==> config.mk <==
export PLATFORM = sky130hd
export DESIGN_NAME = alu_exec_unit
export DESIGN_NICKNAME = d
export VERILOG_FILES = /design/src/rtl/alu_exec_unit.sv
export SDC_FILE = /design/constraint.sdc
export NUM_CORES = 1
export LEC_CHECK = 0
export CAP_MARGIN = 20
export CORE_UTILIZATION = 45
export CTS_BUF_LIST = sky130_fd_sc_hd__clkbuf_8 sky130_fd_sc_hd__clkbuf_16
export CTS_CLUSTER_SIZE = 20
export DETAILED_ROUTE_END_ITERATION = 10
export PLACE_DENSITY = 0.64
export SLEW_MARGIN = 20
export SYNTH_ARGS = -nofsm -noshare
export SYNTH_HDL_FRONTEND = slang
export SYNTH_SLANG_ARGS = --single-unit
==> constraint.sdc <==
create_clock -name clk -period 10.1 [get_ports clk]
set_input_delay 2.02 -clock clk [delete_from_list [all_inputs] [get_ports clk]]
set_output_delay 2.02 -clock clk [all_outputs]
set_load 0.005 [all_outputs]
==> src/rtl/alu_exec_unit.sv <==
// Multi-cycle execute unit: decodes ALUOp/Funct, runs single-cycle ops directly and shifts iteratively.
// Optional shift-add multiplier enabled by defining ALU_EXEC_MUL_EN.
module alu_exec_unit #(
    parameter int DATA_W     = 32,
    parameter int SHIFT_STEP = 4
) (
    input  logic              clk,
    input  logic              rst_n,
    input  logic              in_valid,
    output logic              in_ready,
    input  logic [1:0]        alu_op,
    input  logic [3:0]        funct,
    input  logic [DATA_W-1:0] op_a,
    input  logic [DATA_W-1:0] op_b,
    output logic              out_valid,
    input  logic              out_ready,
    output logic [DATA_W-1:0] result,
    output logic              zero,
    output logic              busy
);
    localparam int SHAMT_W = $clog2(DATA_W);
    localparam logic [SHAMT_W:0] STEP_L = (SHAMT_W+1)'(SHIFT_STEP);

    typedef enum logic [3:0] {
        OP_ADD, OP_SUB, OP_AND, OP_OR, OP_XOR,
        OP_SLL, OP_SRL, OP_SRA, OP_SLT, OP_SLTU, OP_MUL
    } op_e;

    typedef enum logic [1:0] {
        ST_IDLE  = 2'd0,
        ST_SHIFT = 2'd1,
        ST_DONE  = 2'd2
`ifdef ALU_EXEC_MUL_EN
        , ST_MUL = 2'd3
`endif
    } state_e;

    function automatic op_e decode_op(input logic [1:0] aop, input logic [3:0] fn);
        op_e op;
        case (aop)
            2'b00: op = OP_ADD;
            2'b01: op = OP_SUB;
            2'b10: begin
                case (fn)
                    4'b0000: op = OP_ADD;
                    4'b1000: op = OP_SUB;
                    4'b0111: op = OP_AND;
                    4'b0110: op = OP_OR;
                    4'b0100: op = OP_XOR;
                    4'b0001: op = OP_SLL;
                    4'b0101: op = OP_SRL;
                    4'b1101: op = OP_SRA;
                    4'b0010: op = OP_SLT;
                    4'b0011: op = OP_SLTU;
                    default: op = OP_ADD;
                endcase
            end
`ifdef ALU_EXEC_MUL_EN
            2'b11: op = (fn == 4'b0000) ? OP_MUL : OP_ADD;
`endif
            default: op = OP_ADD;
        endcase
        return op;
    endfunction

    state_e               state_r;
    op_e                  op_r;
    logic [DATA_W-1:0]    acc_r;
    logic [SHAMT_W-1:0]   rem_r;
    logic [DATA_W-1:0]    result_r;
    logic                 zero_r;
    logic                 out_valid_r;
    logic                 in_ready_r;
    logic                 busy_r;

    op_e                  op_s;
    logic [SHAMT_W-1:0]   shamt_s;
    logic                 is_shift_s;
    logic [DATA_W-1:0]    alu_s;
    logic [SHAMT_W:0]     step_s;
    logic [DATA_W-1:0]    shifted_s;
    logic [SHAMT_W-1:0]   rem_next_s;

    // Decode the incoming op and evaluate every single-cycle function on the live operands.
    always_comb begin
        op_s       = decode_op(alu_op, funct);
        shamt_s    = op_b[SHAMT_W-1:0];
        is_shift_s = (op_s == OP_SLL) || (op_s == OP_SRL) || (op_s == OP_SRA);
        case (op_s)
            OP_SUB:  alu_s = op_a - op_b;
            OP_AND:  alu_s = op_a & op_b;
            OP_OR:   alu_s = op_a | op_b;
            OP_XOR:  alu_s = op_a ^ op_b;
            OP_SLT:  alu_s = {{(DATA_W-1){1'b0}}, ($signed(op_a) < $signed(op_b))};
            OP_SLTU: alu_s = {{(DATA_W-1){1'b0}}, (op_a < op_b)};
            // A shift only lands here with a zero shift amount, so it passes op_a through.
            OP_SLL, OP_SRL, OP_SRA: alu_s = op_a;
            default: alu_s = op_a + op_b;
        endcase
    end

    // One shift iteration: at most SHIFT_STEP bits, the last step may be partial.
    always_comb begin
        if ({1'b0, rem_r} < STEP_L) begin
            step_s = {1'b0, rem_r};
        end else begin
            step_s = STEP_L;
        end
        case (op_r)
            OP_SLL:  shifted_s = acc_r << step_s;
            OP_SRL:  shifted_s = acc_r >> step_s;
            OP_SRA:  shifted_s = $signed(acc_r) >>> step_s;
            default: shifted_s = acc_r;
        endcase
        rem_next_s = rem_r - step_s[SHAMT_W-1:0];
    end

`ifdef ALU_EXEC_MUL_EN
    logic [DATA_W-1:0] mcand_r;
    logic [DATA_W-1:0] mplier_r;
    logic [DATA_W-1:0] mul_sum_s;

    // Shift-add partial product for the current multiplier bit.
    always_comb begin
        if (mplier_r[0]) begin
            mul_sum_s = acc_r + mcand_r;
        end else begin
            mul_sum_s = acc_r;
        end
    end
`endif

    // Control FSM with all handshake and result outputs registered.
    always_ff @(posedge clk or negedge rst_n) begin
        if (!rst_n) begin
            state_r     <= ST_IDLE;
            op_r        <= OP_ADD;
            acc_r       <= {DATA_W{1'b0}};
            rem_r       <= {SHAMT_W{1'b0}};
            result_r    <= {DATA_W{1'b0}};
            zero_r      <= 1'b0;
            out_valid_r <= 1'b0;
            in_ready_r  <= 1'b1;
            busy_r      <= 1'b0;
`ifdef ALU_EXEC_MUL_EN
            mcand_r     <= {DATA_W{1'b0}};
            mplier_r    <= {DATA_W{1'b0}};
`endif
        end else begin
            case (state_r)
                ST_IDLE: begin
                    if (in_valid) begin
                        op_r       <= op_s;
                        acc_r      <= op_a;
                        rem_r      <= shamt_s;
                        in_ready_r <= 1'b0;
                        busy_r     <= 1'b1;
                        if (is_shift_s && (shamt_s != {SHAMT_W{1'b0}})) begin
                            state_r <= ST_SHIFT;
                        end
`ifdef ALU_EXEC_MUL_EN
                        else if (op_s == OP_MUL) begin
                            state_r  <= ST_MUL;
                            acc_r    <= {DATA_W{1'b0}};
                            mcand_r  <= op_a;
                            mplier_r <= op_b;
                            rem_r    <= SHAMT_W'(DATA_W - 1);
                        end
`endif
                        else begin
                            state_r     <= ST_DONE;
                            result_r    <= alu_s;
                            zero_r      <= (alu_s == {DATA_W{1'b0}});
                            out_valid_r <= 1'b1;
                        end
                    end
                end
                ST_SHIFT: begin
                    acc_r <= shifted_s;
                    rem_r <= rem_next_s;
                    if (rem_next_s == {SHAMT_W{1'b0}}) begin
                        state_r     <= ST_DONE;
                        result_r    <= shifted_s;
                        zero_r      <= (shifted_s == {DATA_W{1'b0}});
                        out_valid_r <= 1'b1;
                    end
                end
`ifdef ALU_EXEC_MUL_EN
                ST_MUL: begin
                    acc_r    <= mul_sum_s;
                    mcand_r  <= {mcand_r[DATA_W-2:0], 1'b0};
                    mplier_r <= {1'b0, mplier_r[DATA_W-1:1]};
                    rem_r    <= rem_r - {{(SHAMT_W-1){1'b0}}, 1'b1};
                    if (rem_r == {SHAMT_W{1'b0}}) begin
                        state_r     <= ST_DONE;
                        result_r    <= mul_sum_s;
                        zero_r      <= (mul_sum_s == {DATA_W{1'b0}});
                        out_valid_r <= 1'b1;
                    end
                end
`endif
                ST_DONE: begin
                    if (out_ready) begin
                        state_r     <= ST_IDLE;
                        out_valid_r <= 1'b0;
                        in_ready_r  <= 1'b1;
                        busy_r      <= 1'b0;
                    end
                end
                default: begin
                    state_r     <= ST_IDLE;
                    out_valid_r <= 1'b0;
                    in_ready_r  <= 1'b1;
                    busy_r      <= 1'b0;
                end
            endcase
        end
    end

    assign in_ready  = in_ready_r;
    assign out_valid = out_valid_r;
    assign result    = result_r;
    assign zero      = zero_r;
    assign busy      = busy_r;

endmodule

Yosys cells after proc, flatten, opt, wreduce, memory -nomap -nowiden
Memory sizes are Yosys's and may differ from the RTL's.
Cells that the tools add are included.
{"block": "classes", "add_sub_neg": 3, "order_cmp": 3, "n_eq_ne": 20, "shifts": 3, "muxes": 31, "n_bitwise": 4, "reduce_logical": 16}
{"operator": "one-hot mux 32 bit (7 select lines)", "count": 1}
{"operator": "2-to-1 mux 32 bit", "count": 4}
{"operator": "one-hot mux 32 bit (2 select lines)", "count": 2}
{"operator": "one-hot mux 32 bit (3 select lines)", "count": 1}
{"operator": "logical NOT 32 bit", "count": 2}
{"operator": "less-than comparator 32 bit", "count": 2}
{"operator": "adder 32 bit", "count": 1}
{"operator": "AND 32 bit", "count": 1}
{"operator": "bitwise OR 32 bit", "count": 1}
{"operator": "left shift 32 x 6 -> 32 bit", "count": 1}
{"operator": "right shift 32 x 6 -> 32 bit", "count": 1}
{"operator": ">>> shifter 32 x 6 -> 32 bit", "count": 1}
{"operator": "subtractor 32 bit", "count": 1}
{"operator": "XOR 32 bit", "count": 1}
{"operator": "== test 4 x 3 -> 1 bit, second input constant", "count": 7}
{"operator": "2-to-1 mux 1 bit", "count": 10}
{"operator": "2-to-1 mux 5 bit", "count": 2}
{"operator": "one-hot mux 5 bit (2 select lines)", "count": 1}
{"operator": "one-hot mux 1 bit (3 select lines)", "count": 3}
{"operator": "== test 4 x 2 -> 1 bit, second input constant", "count": 2}
{"operator": "== test 4 bit, second input constant", "count": 2}
{"operator": "2-to-1 mux 2 bit", "count": 4}
{"operator": "inequality test 2 bit, second input constant", "count": 4}
{"operator": "one-hot mux 4 bit (2 select lines)", "count": 1}
{"operator": "18 further kinds", "count": 24}
{"block": "word_totals", "reg_bits": 79, "romBits": 64, "input_bits": 74, "out_inout_bits": 36, "wordCells": 90, "mem_count": 1}
{"name": "(no name shown)", "depth": 16, "width": 4, "read_ports": 1, "rd_clocked_by_memory_dff": 0, "write_ports": 0, "line_no": "44", "text": "case (fn)"}

Longest topological paths before layout
{"block": "depth", "depth_word": 9, "ltp_mapped": 16, "depth_no_buf": 15}

Least setup slack after synthesis
OpenSTA, ideal clock, no wires.
{"block": "synth_path", "path_kind": "input to register", "start": "in op_a[0]", "end": "reg zero_r, in the netlist zero", "setup_ps": 66, "arrival_ps": 5223, "required_ps": 10034, "path_slack_ps": 4811, "cell_stages": 15, "cell_sequence": "inv_1 ha_1 inv_1 fa_1 nor2b_1 o211ai_1 a21oi_1 or4b_2 a21o_1 a2111oi_0 nand2_1 or3_1 nor4_1 and4_1 a31o_1"}
{"block": "synth_via", "elab_chain_len": 6, "elab_cells_between_ends": 12}
{"item": "start: declaration", "line_no": "13", "text": "input logic [DATA_W-1:0] op_a,"}
{"item": "adder 32 bit (tied with other cells)", "line_no": "98", "text": "default: alu_s = op_a + op_b;"}
{"item": "one-hot mux 32 bit (7 select lines) (*)", "line_no": "89", "text": "case (op_s)"}
{"item": "logical NOT 32 bit (*)", "line_no": "173", "text": "zero_r <= (alu_s == {DATA_W{1'b0}});"}
{"item": "2-to-1 mux 1 bit (*)", "line_no": "158", "text": "if (is_shift_s && (shamt_s != {SHAMT_W{1'b0}})) begin"}
{"item": "2-to-1 mux 1 bit (*)", "line_no": "152", "text": "if (in_valid) begin"}
{"item": "one-hot mux 1 bit (2 select lines) (*)", "line_no": "150", "text": "case (state_r)"}
{"item": "end signal: assignment", "line_no": "173"}
{"item": "end signal: assignment", "line_no": "184", "text": "zero_r <= (shifted_s == {DATA_W{1'b0}});"}
{"item": "end: declaration", "line_no": "71", "text": "logic zero_r;"}
Mark *: on every way between the ends. The rest lies on a longest branch, timed or not. The select of a mux whose other input is x is not followed.
A chain may end at the register's enable or synchronous reset.

Worst setup path after layout
Same ends and word-level chain as after synthesis.

==> out/qor.txt <==
die area: 28200 um^2
Worst Tran Pin Value: 1.13 ns
H-tree Lvls: 3
Syn Area/Cell: 6.91 um^2
Placed Area: 13600 um^2
Most Crowded Layer GR: met2
FF-to-FF End: zero
clk_lat worst skew: 0.35 ns
CP endpoint: zero
All-Layer GR Usage: 0.377
largest net degree at the start of global routing: 61
Avg Vias per Cell: 6.84
Setup-failing EPs final: 0
R2R setup slack: 5.53 ns
clk_skew: 0.00882 ns
Synth Net Count: 1965
Synth area leader: dfrtp_1
sequential area share after synthesis: 0.160
dpl hpwl: 40100 um
setup TNS: 0 ns
outcome: completed
Synth Area in Simple Gates: 0.245
first-pass GRT wire length: 82600 um
RD Place Congestion: 0.975
final setup margin: 3.32 ns
Hold Slack: 0.485 ns
CTS sink count: 79
drt drc: 0
n_diodes: 0
worst relative slew slack: 0.242
io pins: 110
# hold bufs at CTS: 0
clock period minus worst slack: 6.78 ns
cell with the most instances after synthesis: nand2_1
Post-synth EDFFs: 0
Yosys top cell area share: 0.158
P&R area growth vs syn: 12.3%
Die Wd: 168 um
Critical Path Start Type: primary input
P per Cell Area: 149 nW/um^2
GRT Residual Overflow: 0
Cell Area, Synth: 12400 um^2
xor-xnor portion of the synthesized cell area: 0.00920
Clock transition at path regs: 0.07 ns
CTS Buffer Depth: 2
Pins Over Slew Limit: 0
met1 Use GR: 0.541
required time worst endpoint: 10.38 ns
yosys warns: 0
max frequency: 147 MHz
Initial Utilization: 0.459
Area contributors post-synth: dfrtp_1 (16%), ha_1 (10%), nand2_1 (7.4%)
crit end category: flop
Post-CTS Resized: 0
Compound-Gate Fraction of Synth Area: 0.325
vias in the first global route: 13.6k
post-synthesis adder-cell area fraction: 0.103
Die Height: 168 um
DRT Pass-1 Iters: 6
asr flop ratio synth: 1.00
Peak VDD IR: 0.0852 mV
Reg2Reg Depth: 11
Max Cap Viol: 0
fillcell total: 2737
CTS tree: built
#FFs+latches synth: 79
final hold vios: 0
Core Region: 27000 um^2
post-synthesis mux area share: 0.0747
DRT antenna net count: 0
worst r2r src: rem_r[0]
Num CTS Buffers: 9
Setup CP Type: in -> reg
crit path from: op_a[0]
grt met2 use: 0.583
share of cells above drive strength 1: 0.0538
leakage power: 5.85 nW
Clock Tree Root: clkbuf_16
DR iter-0 viols: 2116
Final Power: 2.08 mW
Mapped Cells: 1790
Design Area, Final: 13900 um^2
Final #Nets: 1953
Tcrit/Tclk final: 0.671
setup bufs post-CTS: 0
largest family of logic cells by synthesized area: compound AO/OA/AOI/OAI gates
via count: 14.5k
Port Buffers: 109
Commonest cells post-synth: nand2_1 (244), nor2_1 (151), a21oi_1 (142), clkbuf_1 (132), o21ai_0 (111)
path category of the worst min-delay check: reg -> reg
Arrival @ worst endpoint: 7.06 ns
Detailed Route WL: 53500 um
Rows: 60
Synth cell types: 80
RSZ-0062 raised after global routing: false
pre-CTS WS: 3.26 ns
crit path max fanout: 4
initial antenna violation count: 0
DR WL/cell: 25.2 um
met3 Usage GRT: 0.0470
main flop type after synthesis: dfrtp_1
[report_power, final]
group          total [mW]  switching [mW]  internal, mW
Clock               0.370           0.139         0.230
Combinational        1.15           0.679         0.471
Sequential          0.557           0.156         0.401
Total                2.08           0.975          1.10
[placed cells by master, fill, tap and decap left out, drive strengths merged, types with 7 or more instances in the layout]
cell type      synthesis  final
mux2                   7      7
nand3                 59     59
a21boi                13     13
buf                   27     28
nand2                244    244
nor4                  25     25
a21o                  16     16
or3                   13     13
mux2i                 62     62
a31oi                 32     32
a21oi                142    142
nor3b                  7      7
a221oi                23     23
o31ai                 24     24
or2                   10     10
nor2b                 24     24
o211ai                28     28
a222oi                13     13
o21bai                12     12
and2                   7      7
a22oi                 45     45
a211o                  9      9
o22ai                 13     13
a221o                 19     19
dfrtp                 78     78
ha                    99     99
nor2                 151    151
xnor2                  8      8
inv                  109    111
a211oi                30     30
mux4                  10     10
nand4                 17     17
nor3                  33     33
o21ai                113    113
and3                  15     15
nand2b                17     17
clkdlybuf4s50          0    108
clkbuf               132     11
[registers in the layout (all words and copies together) (netlist names)]
name	flops
busy	1
in_ready	1
result	32
state_r	2
op_r	4
acc_r	32
out_valid	1
rem_r	5
zero	1
[per-stage QoR]
stage	util	instances
detailed placement	0.503	2108
global route	0.515	2124
finish	0.515	2124
CTS	0.515	2124
global placement	0.503	2108
floorplan	-	1790
[worst min-delay path by stage]
stage | cells after the start | slack [ns] | start | to
after floorplan | 2 | 0.46 | result[19] | result[19]
after global placement | 2 | 0.46 | result[13] | result[13]
after detailed placement | 2 | 0.48 | result[13] | result[13]
after CTS | 2 | 0.49 | result[13] | result[13]
after global routing | 2 | 0.51 | result[9] | result[9]
final | 2 | 0.48 | result[9] | result[9]
[layout make-up]
| class | count | area [um^2] | area share |
|---|---|---|---|
| clock buffer | 11 | 253 | 0.0182 |
| clock inverter | 5 | 80.1 | 0.00576 |
| inverter | 111 | 417 | 0.0300 |
| multi-input combinational | 1441 | 9450 | 0.680 |
| sequential | 79 | 1980 | 0.142 |
| tap | 341 | 427 | 0.0307 |
| timing repair buffer | 136 | 1290 | 0.0930 |
[kinds of logic after synthesis]
family | count (synthesis)
other | 1
adders and majority gates | 101
buffers and inverters | 270
and+or+nand+nor | 648
muxes | 79
AOI/OAI and AO/OA | 599
xor gates and xnor gates | 13
DFF | 79
[per-layer routing]
layer  part of all wire  routed length [um]
met4              0.031                1650
met1               0.43               22900
met3              0.096                5110
met2               0.45               23900
met5                  0                   0
[worst max-delay path, cell delays in order]
cell,delay [ns]
clkdlybuf4s50_1,0.54
ha_1,0.32
fa_1,0.45
a21oi_1,0.28
o211ai_1,0.27
a31oi_1,0.55
a21oi_1,0.27
or2_2,0.38
a2111oi_0,0.67
nand2_1,0.18
or3_1,0.41
nor4_1,0.31
and4_1,0.26
a31o_1,0.14
(Power assumes the default switching activity.)
